`src/rtl/id_ex_stage_pkg.sv`:
```
// Shared CPU widths and forwarding-source encoding for the ID/EX stage.
package id_ex_stage_pkg;

    localparam int CPU_PC_W  = 5;
    localparam int CPU_XLEN  = 32;
    localparam int CPU_RA_W  = 5;
    localparam int CPU_OP_W  = 5;
    localparam int CPU_CNT_W = 16;

    localparam logic [CPU_RA_W-1:0] REG_ZERO = 5'd0;

    typedef enum logic [1:0] {
        FWD_ID  = 2'd0,
        FWD_EX  = 2'd1,
        FWD_MEM = 2'd2,
        FWD_WB  = 2'd3
    } fwd_src_e;

endpackage

```
`src/rtl/id_ex_stage_operand_fwd.sv`:
```
// Operand forwarding mux: newest producer wins (EX > MEM > WB); x0 always reads the register file.
module operand_fwd
    import id_ex_stage_pkg::*;
#(
    parameter int XLEN = CPU_XLEN,
    parameter int RA_W = CPU_RA_W
) (
    input  logic [RA_W-1:0] rs,
    input  logic [XLEN-1:0] id_rd,
    input  logic            ex_en,
    input  logic [RA_W-1:0] ex_reg,
    input  logic [XLEN-1:0] ex_data,
    input  logic            mem_en,
    input  logic [RA_W-1:0] mem_reg,
    input  logic [XLEN-1:0] mem_data,
    input  logic            wb_en,
    input  logic [RA_W-1:0] wb_reg,
    input  logic [XLEN-1:0] wb_data,
    output logic [XLEN-1:0] fwd_data
);

    fwd_src_e src;

    always_comb begin
        src = FWD_ID;
        if (rs != RA_W'(REG_ZERO)) begin
            if (ex_en && (ex_reg == rs)) begin
                src = FWD_EX;
            end else if (mem_en && (mem_reg == rs)) begin
                src = FWD_MEM;
            end else if (wb_en && (wb_reg == rs)) begin
                src = FWD_WB;
            end
        end
    end

    always_comb begin
        fwd_data = id_rd;
        case (src)
            FWD_EX:  fwd_data = ex_data;
            FWD_MEM: fwd_data = mem_data;
            FWD_WB:  fwd_data = wb_data;
            default: fwd_data = id_rd;
        endcase
    end

endmodule

```
`src/rtl/id_ex_stage.sv`:
```
// ID/EX pipeline register with operand forwarding and load-use stall/bubble insertion.
module id_ex_stage
    import id_ex_stage_pkg::*;
#(
    parameter int PC_W  = CPU_PC_W,
    parameter int XLEN  = CPU_XLEN,
    parameter int RA_W  = CPU_RA_W,
    parameter int OP_W  = CPU_OP_W,
    parameter int CNT_W = CPU_CNT_W
) (
    input  logic             clk,
    input  logic             rst,
    input  logic             id_valid,
    input  logic [PC_W-1:0]  id_pc,
    input  logic [RA_W-1:0]  id_rs1,
    input  logic [RA_W-1:0]  id_rs2,
    input  logic             id_uses_rs1,
    input  logic             id_uses_rs2,
    input  logic [XLEN-1:0]  id_rd1,
    input  logic [XLEN-1:0]  id_rd2,
    input  logic [XLEN-1:0]  id_imm,
    input  logic             id_alu_src,
    input  logic             id_is_jump,
    input  logic             id_reg_wrenable,
    input  logic             id_mem_wrenable,
    input  logic             id_mem_to_reg,
    input  logic [OP_W-1:0]  id_alu_op,
    input  logic [RA_W-1:0]  id_write_reg,
    input  logic [XLEN-1:0]  ex_fwd_data,
    input  logic             mem_valid,
    input  logic             mem_reg_wrenable,
    input  logic [RA_W-1:0]  mem_write_reg,
    input  logic [XLEN-1:0]  mem_fwd_data,
    input  logic             wb_valid,
    input  logic             wb_reg_wrenable,
    input  logic [RA_W-1:0]  wb_write_reg,
    input  logic [XLEN-1:0]  wb_data,
    input  logic             flush,
    output logic             stall_id,
    output logic             ex_valid,
    output logic [PC_W-1:0]  ex_pc,
    output logic [XLEN-1:0]  ex_rd1,
    output logic [XLEN-1:0]  ex_rd2,
    output logic [XLEN-1:0]  ex_imm,
    output logic             ex_alu_src,
    output logic [OP_W-1:0]  ex_alu_op,
    output logic             ex_is_jump,
    output logic             ex_reg_wrenable,
    output logic [RA_W-1:0]  ex_write_reg,
    output logic             ex_mem_wrenable,
    output logic             ex_mem_to_reg,
    output logic [CNT_W-1:0] stall_cnt
);

    logic            lu_hit;
    logic            ex_fwd_en;
    logic            mem_fwd_en;
    logic            wb_fwd_en;
    logic [XLEN-1:0] fwd_rd1;
    logic [XLEN-1:0] fwd_rd2;

    // A load in EX has no data yet, so it must not forward and instead forces a stall.
    assign lu_hit = ex_valid && ex_mem_to_reg && ex_reg_wrenable &&
                    (ex_write_reg != RA_W'(REG_ZERO)) && id_valid &&
                    ((id_uses_rs1 && (id_rs1 == ex_write_reg)) ||
                     (id_uses_rs2 && (id_rs2 == ex_write_reg)));

    assign stall_id   = lu_hit && !flush;
    assign ex_fwd_en  = ex_valid && ex_reg_wrenable && !ex_mem_to_reg;
    assign mem_fwd_en = mem_valid && mem_reg_wrenable;
    assign wb_fwd_en  = wb_valid && wb_reg_wrenable;

    operand_fwd #(.XLEN(XLEN), .RA_W(RA_W)) u_fwd_rs1 (
        .rs       (id_rs1),
        .id_rd    (id_rd1),
        .ex_en    (ex_fwd_en),
        .ex_reg   (ex_write_reg),
        .ex_data  (ex_fwd_data),
        .mem_en   (mem_fwd_en),
        .mem_reg  (mem_write_reg),
        .mem_data (mem_fwd_data),
        .wb_en    (wb_fwd_en),
        .wb_reg   (wb_write_reg),
        .wb_data  (wb_data),
        .fwd_data (fwd_rd1)
    );

    operand_fwd #(.XLEN(XLEN), .RA_W(RA_W)) u_fwd_rs2 (
        .rs       (id_rs2),
        .id_rd    (id_rd2),
        .ex_en    (ex_fwd_en),
        .ex_reg   (ex_write_reg),
        .ex_data  (ex_fwd_data),
        .mem_en   (mem_fwd_en),
        .mem_reg  (mem_write_reg),
        .mem_data (mem_fwd_data),
        .wb_en    (wb_fwd_en),
        .wb_reg   (wb_write_reg),
        .wb_data  (wb_data),
        .fwd_data (fwd_rd2)
    );

    always_ff @(posedge clk or posedge rst) begin
        if (rst) begin
            ex_valid        <= 1'b0;
            ex_pc           <= '0;
            ex_rd1          <= '0;
            ex_rd2          <= '0;
            ex_imm          <= '0;
            ex_alu_src      <= 1'b0;
            ex_alu_op       <= '0;
            ex_is_jump      <= 1'b0;
            ex_reg_wrenable <= 1'b0;
            ex_write_reg    <= '0;
            ex_mem_wrenable <= 1'b0;
            ex_mem_to_reg   <= 1'b0;
        end else if (flush || lu_hit) begin
            ex_valid        <= 1'b0;
            ex_pc           <= '0;
            ex_rd1          <= '0;
            ex_rd2          <= '0;
            ex_imm          <= '0;
            ex_alu_src      <= 1'b0;
            ex_alu_op       <= '0;
            ex_is_jump      <= 1'b0;
            ex_reg_wrenable <= 1'b0;
            ex_write_reg    <= '0;
            ex_mem_wrenable <= 1'b0;
            ex_mem_to_reg   <= 1'b0;
        end else begin
            ex_valid        <= id_valid;
            ex_pc           <= id_pc;
            ex_rd1          <= fwd_rd1;
            ex_rd2          <= fwd_rd2;
            ex_imm          <= id_imm;
            ex_alu_src      <= id_alu_src;
            ex_alu_op       <= id_alu_op;
            ex_is_jump      <= id_is_jump;
            ex_reg_wrenable <= id_reg_wrenable && id_valid;
            ex_write_reg    <= id_write_reg;
            ex_mem_wrenable <= id_mem_wrenable && id_valid;
            ex_mem_to_reg   <= id_mem_to_reg;
        end
    end

    always_ff @(posedge clk or posedge rst) begin
        if (rst) begin
            stall_cnt <= '0;
        end else if (stall_id && (stall_cnt != {CNT_W{1'b1}})) begin
            stall_cnt <= stall_cnt + CNT_W'(1);
        end
    end

endmodule

```
`config.mk`:
```
export PLATFORM = sky130hd
export DESIGN_NAME = id_ex_stage
export DESIGN_NICKNAME = d
export VERILOG_FILES = /design/src/rtl/id_ex_stage_pkg.sv /design/src/rtl/id_ex_stage_operand_fwd.sv /design/src/rtl/id_ex_stage.sv
export SDC_FILE = /design/constraint.sdc
export NUM_CORES = 1
export LEC_CHECK = 0
export ABC_AREA = 1
export CAP_MARGIN = 5
export CORE_AREA = 2 2 145 147
export CTS_BUF_LIST = sky130_fd_sc_hd__clkbuf_8
export DETAILED_ROUTE_END_ITERATION = 12
export DIE_AREA = 0 0 147 149
export PLACE_DENSITY = 0.75
export REMOVE_ABC_BUFFERS = 1
export SYNTH_ARGS = -nofsm -noshare
export SYNTH_HDL_FRONTEND = slang
export SYNTH_SLANG_ARGS = --single-unit
```
`constraint.sdc`:
```
create_clock -name clk -period 13.5 [get_ports clk]
set_clock_uncertainty 0.15 [all_clocks]
set_input_delay 2.7 -clock clk [delete_from_list [all_inputs] [get_ports clk]]
set_output_delay 2.7 -clock clk [all_outputs]
set_load 0.005 [all_outputs]
```
==> flow_summary.toml, run 1 <==
[cells_and_area]
fin_area_um2 = 11800
areaGrowthSynthToFinish_pct = 57.6
final_nets = 1661
drive_gt1_frac = 0.0419
antennaDiodeCount = 0
top_regs = "ex_imm x32, ex_rd1 x32, ex_rd2 x32"

[global_routing]
antenna_found_initial = 1
grt_max_degree = 75
grt_pass1_wl_mm = 45.2
grt_overflow = 0
track_usage = 0.268
grt_pass1_vias = 8236

[clock_network]
cts_resized = 0
clk_pin_slew_ns = 0.08
clk_latency_ns = 0.45
cts_root_buf = "clkbuf_8"
cts_max_level = 4
cts.sinks = 133
ctsHoldBuffers = 0
cts_made_buffers = 17
clk_path_buf_depth = 2
post_cts_buffers = 0
tritoncts = "yes"

[logic_synthesis]
synthCells = 1075
syn_area_per_cell_um2 = 6.99
yosys_warnings = 0
ys_ff_latch = 133
synth_adder_area_share = 0.00167
muxShareOfSynthArea = 0
seq_area_frac_synth = 0.443
synth-compound-area-share = 0.0781
synth_area_um2 = 7510
yosys.area_share.simple = 0.345
synth_top_family_by_area = "simple AND/OR/NAND/NOR gates"
synth_xor_area_frac = 0.0291
synthDistinctLibCells = 28

[floorplan]
dieArea_um2 = 21900
die_x_um = 147
die_height_um = 149
pin_count = 376
num_rows = 53
initial_core_util = 0.365
core_area_um2 = 20600

[sta]
hold_viol_final = 0
setup_viol = 0
worst_slew_pin_slew_ns = 1.32
tns_ns = 0
maxSlewViolCount = 0
max_freq_mhz = 130
fin_crit_sh = 0.569
rsz0062_at_grt = "false"
slew_headroom = 0.119
min_period_ns = 7.68

[worst_setup_path]
crit_arrival_ns = 4.83
timing.rr.start = "ex_valid"
regToRegEndpoint = "ex_rd1[13]"
crit_chain = "clkdlybuf4s50_1 > inv_2 > nand2_1 > nand2_1 > nor2_2 > nand3_2 > o21ai_2 > nand3_1 > inv_1 > clkdlybuf4s50_1"
reg2reg_slack_ns = 10.31
slowest_stage = "clkdlybuf4s50_1"
cpPeakStageDelay_ns = 0.57
cp_num_buf_inv = 4
path_class = "in -> out"
required_ns = 10.65
reg2reg_depth = 9
startpoint_type = "input port"
crit_family = "buffers and inverters"
endpoint_kind = "output pin"
path_max_fanout = 4

[place]
port_buffers = 375
place_congestion = 0.883
hpwl_mm = 20.9
place_area_um2 = 11400

[min_path]
hold_end = "stall_cnt[14]"
hold_path.class = "reg -> reg"
whs_path_depth = 2
hp-start = "stall_cnt[14]"

[power_and_ir_drop]
ir_drop_uv = 49.8
p_leak_nw = 5.64
p_per_area_nw_per_um2 = 82.1

[job]
cap_viol_max_count = 0

[route]
drt-initial-drc-count = 458
remaining_drc_errors = 0
wire_per_inst_um = 17.3
wl_mm = 29.5
vias = 8496
detail-route-antenna-nets = 0
dr.pass1.iters = 5
vias_per_cell = 4.98

[run_status]
status = "complete, no violations"
layout make-up:
type | count | area [um2]
Inverter | 130 | 493
Timing Repair Buffer | 385 | 3830
Clock buffer | 17 | 234
Multi-Input combinational cell | 751 | 3440
Sequential cell | 133 | 3330
Clock inverter | 15 | 169
Tap cell | 275 | 344
Fill cell | 1908 | 8720
cells in the final DEF (no fill, tap or decap), types with 10 or more instances in the layout:
cell type        netlist  final
nand3_1               46     45
clkbuf_8               0     17
nand4_1               73     73
inv_1                126    125
nand2_1              260    260
buf_4                  4     10
xor2_1                17     17
dfrtp_1              133    133
o21ai_0               91     91
clkdlybuf4s50_1        0    375
o21ai_1               19     19
nor2_1               215    213
per-layer routing:
metal / wire, um / track usage
met1: 11500 / 0.316
met2: 14300 / 0.458
met3: 2710 / 0.0755
met4: 978 / 0.121
met5: 13 / 0
per-stage QoR:
stage / power [mW] / setup slack [ns] / cells / utilization / hold slack [ns]
final: 0.972 / 5.82 / 1706 / 0.576 / 0.421
after global routing: 1.02 / 5.74 / 1706 / 0.576 / 0.440
after global placement: 0.624 / 5.88 / 1674 / 0.556 / 0.378
after floorplan: 0.487 / 7.10 / 1014 / - / 0.367
after detailed placement: 0.626 / 5.84 / 1674 / 0.556 / 0.387
after CTS: 0.982 / 5.83 / 1706 / 0.576 / 0.411
kinds of logic after synthesis:
family	count (synthesis)
AO/OA/AOI/OAI	116
XOR/XNOR	25
adder cells (fa/ha/maj)	1
buffers and inverters	191
flip-flops	133
AND/OR/NAND/NOR	609
synth_stat cells (all sizes together):
master | number | area [um2]
nand3 | 47 | 240
nand4 | 75 | 482
nand2 | 261 | 982
nor3b | 1 | 7.51
inv | 130 | 488
clkbuf | 20 | 75.1
o211ai | 1 | 7.51
buf | 41 | 213
nor3 | 3 | 15.0
xnor2 | 8 | 70.1
a21oi | 4 | 20.0
ha | 1 | 12.5
nor4 | 1 | 6.26
o21ai | 111 | 559
nand3b | 2 | 15.0
dfrtp | 133 | 3330
xor2 | 17 | 149
nor2 | 219 | 842
worst min-delay path, cell delays in order, from the launching register on:
cell and delay [ns]:
dfrtp_1 0.41, nand2_1 0.07, nand2_1 0.06
power by group:
part,internal (mW),switching (mW),leakage (nW),total (mW)
Combinational,0.114,0.0784,3.75,0.193
Clock,0.169,0.184,0.196,0.353
Sequential,0.418,0.00756,1.69,0.425
Total,0.701,0.270,5.64,0.972
how the worst max path moves through the flow:
stage | from | endpoint | slack, ns | cells after the start
global placement | id_rs1[2] | stall_id | 5.88 | 10
detailed placement | id_rs1[2] | stall_id | 5.84 | 10
floorplan | rst | ex_alu_op[0] | 7.10 | 1
global route | id_rs1[2] | stall_id | 5.74 | 10
finish | id_rs1[2] | stall_id | 5.82 | 10
CTS | id_rs1[2] | stall_id | 5.83 | 10
Note: power is estimated with default switching activity, not from simulation.
==> inputs of run 2 (changes only) <==
==> constraint.sdc (replaced) <==
create_clock -name clk -period 7.4 [get_ports clk]
set_clock_uncertainty 0.15 [all_clocks]
set_input_delay 1.48 -clock clk [delete_from_list [all_inputs] [get_ports clk]]
set_output_delay 1.48 -clock clk [all_outputs]
set_load 0.005 [all_outputs]
==> run 2 against run 1 <==
Against the previous run:
- sequential power rose by 83%
- non-clock buffer count increased by 1
- sequential share of layout area fell by 0.086 points
- cell count increased by 0.12%
- sequential cell count unchanged
- via count about the same
- hold slack got worse by 0.019 ns
- core utilization grew 0.18 points
- first-iteration DRC count up 11%
- die area unchanged
- register-to-register slack lost 6.4 ns
- critical path depth fell by 2
- critical path type unchanged
- largest cell class unchanged
==> flow_summary.toml, run 2 (same netlist as run 1, synthesis figures left out) <==
[run_status]
status = "complete, no violations"

[clock_network]
cts_made_buffers = 17
clk_latency_ns = 0.45
ctsHoldBuffers = 0
clk_path_buf_depth = 2
cts_max_level = 4
post_cts_buffers = 0
clk_pin_slew_ns = 0.08
cts_root_buf = "clkbuf_8"
cts.sinks = 133
cts_resized = 0
tritoncts = "yes"

[route]
vias_per_cell = 4.97
dr.pass1.iters = 5
drt-initial-drc-count = 510
detail-route-antenna-nets = 0
wl_mm = 29.6
vias = 8494
remaining_drc_errors = 0
wire_per_inst_um = 17.3

[floorplan]
num_rows = 53
die_x_um = 147
core_area_um2 = 20600
die_height_um = 149
dieArea_um2 = 21900
pin_count = 376
initial_core_util = 0.365

[power_and_ir_drop]
total_power_mw = 1.81
p_leak_nw = 5.66
clock_power_share = 0.375
p_switching_mw = 0.492
comb_power_share = 0.195
netSwitchingFraction = 0.272
p_per_area_nw_per_um2 = 152
ir_drop_uv = 94.1
seqPwrFrac = 0.430
p_int_mw = 1.31

[sta]
tns_ns = 0
holdWs_ns = 0.402
worst_slew_pin_slew_ns = 1.16
fin_crit_sh = 0.704
setup_viol = 0
min_period_ns = 5.21
max_freq_mhz = 192
maxSlewViolCount = 0
slew_headroom = 0.224
hold_viol_final = 0
rsz0062_at_grt = "false"

[place]
port_buffers = 375
place_inst = 1675
place_congestion = 0.906
hpwl_mm = 21.1

[worst_setup_path]
path_class = "in -> out"
path_max_fanout = 6
crit_arrival_ns = 3.58
required_ns = 5.77
startpoint_type = "input port"
endpoint_kind = "output pin"

[cells_and_area]
multi_input_comb_area_um2 = 3440
top_regs = "ex_imm x32, ex_rd1 x32, ex_rd2 x32"
layout.cells.non_filler = 1708
seq_area_um2 = 3330
mostFrequentLayoutCell = "clkdlybuf4s50_1"
final_cell_mix = "375 x clkdlybuf4s50_1, 260 x nand2_1, 213 x nor2_1"
final_nets = 1662
drive_gt1_frac = 0.0426
fillers = 1858
areaGrowthSynthToFinish_pct = 58.0

[job]
cap_viol_max_count = 0

[global_routing]
grt_pass1_vias = 8327
grt_pass1_wl_mm = 45.7
grt_overflow = 0
antenna_found_initial = 2
grt_max_degree = 78
track_usage = 0.270

[min_path]
hold_path.class = "reg -> reg"
run 2: metal layers:
layer | up-vias | track usage | part of all wire
li1 | 4080 | - | -
met1 | 3868 | 0.316 | 0.38
met2 | 466 | 0.465 | 0.49
met3 | 78 | 0.0725 | 0.093
met4 | 2 | 0.121 | 0.035
met5 | - | 0 | 0.00058
run 2: power by group through the flow:
stage,clock network (mW),logic [mW],registers (mW)
2_1_floorplan,0,0.0946,0.793
3_3_place_gp,0,0.349,0.791
3_5_place_dp,0,0.353,0.791
4_1_cts,0.695,0.355,0.777
5_1_grt,0.731,0.384,0.780
6_report,0.677,0.352,0.777
run 2: worst paths after layout:
check	from	end	depth (start not counted)	slack, ns
max in group asynchronous	rst	ex_imm[25]	3	4.52
worst max register to register	ex_write_reg[1]	ex_rd2[5]	13	3.88
min in group asynchronous	rst	ex_rd1[15]	2	1.37
worst max-delay path	id_rs1[0]	stall_id	8	2.19
worst min register to register	stall_cnt[1]	stall_cnt[1]	2	0.40
worst min-delay path	stall_cnt[1]	stall_cnt[1]	2	0.40
run 2: through the flow:
step / util / area [um2] / setup WS (ns)
2_1_floorplan: - / 7220 / 2.22
3_3_place_gp: 0.557 / 11400 / 2.23
3_5_place_dp: 0.557 / 11400 / 2.20
4_1_cts: 0.577 / 11900 / 2.20
5_1_grt: 0.578 / 11900 / 2.08
6_report: 0.578 / 11900 / 2.19
run 2: worst max-delay path: stages:
cell and delay [ns]:
clkdlybuf4s50_1 0.53, xor2_1 0.22, nor2_2 0.17, nand3_2 0.12
o21ai_2 0.26, nand3_1 0.19, inv_1 0.11, clkdlybuf4s50_1 0.50
run 2: cell type report:
type,count,area share
Multi-Input combinational cell,751,0.290
Sequential cell,133,0.280
Tap cell,275,0.0290
Inverter,130,0.0415
Clock buffer,17,0.0197
Clock inverter,15,0.0164
Antenna cell,1,0.000211
Timing Repair Buffer,386,0.323
==> inputs of run 3 (changes only) <==
--- a/config.mk
+++ b/config.mk
@@ -7,11 +7,11 @@
 export LEC_CHECK = 0
 export ABC_AREA = 1
 export CAP_MARGIN = 5
-export CORE_AREA = 2 2 145 147
+export CORE_MARGIN = 2
+export CORE_UTILIZATION = 38
 export CTS_BUF_LIST = sky130_fd_sc_hd__clkbuf_8
 export DETAILED_ROUTE_END_ITERATION = 12
-export DIE_AREA = 0 0 147 149
-export PLACE_DENSITY = 0.75
+export PLACE_DENSITY = 0.8
 export REMOVE_ABC_BUFFERS = 1
 export SYNTH_ARGS = -nofsm -noshare
 export SYNTH_HDL_FRONTEND = slang
==> constraint.sdc (replaced) <==
create_clock -name clk -period 4.33 [get_ports clk]
set_clock_uncertainty 0.15 [all_clocks]
set_input_delay 0.866 -clock clk [delete_from_list [all_inputs] [get_ports clk]]
set_output_delay 0.866 -clock clk [all_outputs]
set_load 0.005 [all_outputs]
==> run 3 against run 2 <==
Against the previous run:
- power rose by 69%
- setup slack got worse by 1.8 ns
- hold slack improved by 0.025 ns
==> flow_summary.toml, run 3 (same netlist as run 1, synthesis figures left out) <==
[clock_network]
cts_max_level = 4
clk_path_buf_depth = 2
cts_resized = 0
cts_made_buffers = 17
tritoncts = "yes"
cts_root_buf = "clkbuf_8"
clk_latency_ns = 0.47
post_cts_buffers = 0
clk_pin_slew_ns = 0.10
cts.sinks = 133
ctsHoldBuffers = 0

[worst_setup_path]
cpPeakStageDelay_ns = 0.54
startpoint_type = "input port"
path_class = "in -> out"
crit_arrival_ns = 2.93
endpoint_kind = "output pin"
cp_num_buf_inv = 4
slowest_stage = "clkdlybuf4s50_1"
crit_family = "buffers and inverters"
crit_chain = "clkdlybuf4s50_1 > inv_2 > nand2_1 > nand2_1 > nor2_2 > nand3_2 > o21ai_2 > nand3_1 > inv_1 > clkdlybuf4s50_1"
path_max_fanout = 4
required_ns = 3.31

[global_routing]
track_usage = 0.283
grt_max_degree = 69
antenna_found_initial = 0
grt_overflow = 0
grt_pass1_vias = 8382
grt_pass1_wl_mm = 44.9

[cells_and_area]
final_cell_mix = "375 x clkdlybuf4s50_1, 260 x nand2_1, 213 x nor2_1"
top_regs = "ex_imm x32, ex_rd1 x32, ex_rd2 x32"
drive_gt1_frac = 0.0499
layout.cells.non_filler = 1708
antennaDiodeCount = 0
final_util = 0.614
mostFrequentLayoutCell = "clkdlybuf4s50_1"
final_nets = 1673
areaGrowthSynthToFinish_pct = 59.0

[sta]
maxSlewViolCount = 0
rsz0062_at_grt = "false"
fin_crit_sh = 0.911
hold_viol_final = 0
min_period_ns = 3.94
slew_headroom = 0.400
holdWs_ns = 0.427
tns_ns = 0
worst_slew_pin_slew_ns = 0.899
max_freq_mhz = 254
setup_viol = 0

[place]
port_buffers = 375
hpwl_mm = 21.6
place_inst = 1676
place_congestion = 0.946

[floorplan]
die_height_um = 145
die_x_um = 145
core_area_um2 = 19500
pin_count = 376
dieArea_um2 = 20900
num_rows = 51
initial_core_util = 0.386

[run_status]
status = "complete, no violations"

[route]
routed.top_layer = "met4"
detail-route-antenna-nets = 0
drt-initial-drc-count = 658
wire_per_inst_um = 17.3
dr.pass1.iters = 6
wl_mm = 29.6
vias_per_cell = 5.01
wl_met3_mm = 2.76
vias = 8552
remaining_drc_errors = 0
drt-met1-wl_mm = 11.3
met2_length_mm = 14.5

[power_and_ir_drop]
total_power_mw = 3.05
p_per_area_nw_per_um2 = 255
p_leak_nw = 5.71
ir_drop_uv = 177

[job]
cap_viol_max_count = 0

[min_path]
hold_path.class = "reg -> reg"
run 3: changes by cell type in the layout (fill, tap and decap cells not counted), sizes merged:
cell / change
buf: +11
inv: +5
clkinv: -3
bufinv: -2
diode: -1
run 3: worst paths after layout:
check	from	end	slack, ns	depth (start not counted)
worst max-delay path	id_rs1[2]	stall_id	0.39	10
worst min-delay path	stall_cnt[15]	stall_cnt[15]	0.43	2
worst max register to register	ex_write_reg[2]	ex_rd2[9]	1.79	13
worst min register to register	stall_cnt[15]	stall_cnt[15]	0.43	2
max in group asynchronous	rst	ex_rd1[23]	2.49	3
min in group asynchronous	rst	ex_rd1[31]	0.69	2
run 3: worst reg2reg max path, stage by stage (launching register included):
cell and delay, ns:
dfrtp_1 0.41, inv_1 0.11, nand2_1 0.07, nand2_1 0.06, nor2_1 0.21, nand4_2 0.18, buf_4 0.26, nand2_1 0.09
nand2_1 0.06, nand2_2 0.08, buf_4 0.37, o21ai_0 0.18, nor2_1 0.15, nor2_1 0.05
run 3: per-stage QoR:
stage,cell area [um2],setup slack (ns)
3_3_place_gp,11500,0.395
4_1_cts,11900,0.379
2_1_floorplan,7220,-0.240
3_5_place_dp,11500,0.376
6_report,11900,0.386
5_1_grt,11900,0.204
run 3: cell type report:
class,instances,area (um2)
inverters,130,493
fillers,1722,7520
flip-flops and latches,133,3330
multi-input cells,751,3440
clock inverters,15,176
repair buffers,397,3940
well taps,265,332
clock buffers,17,234
run 3: metal layers:
| layer | global-route usage | vias to the layer above |
|---|---|---|
| li1 | - | 4110 |
| met1 | 0.342 | 3909 |
| met2 | 0.483 | 457 |
| met3 | 0.0719 | 76 |
| met4 | 0.112 | 0 |
| met5 | 0 | - |
run 3: where the power goes:
part	internal, mW	leakage (nW)	switching (mW)
combinational	0.360	3.82	0.248
clock	0.493	0.208	0.627
sequential	1.30	1.69	0.0216
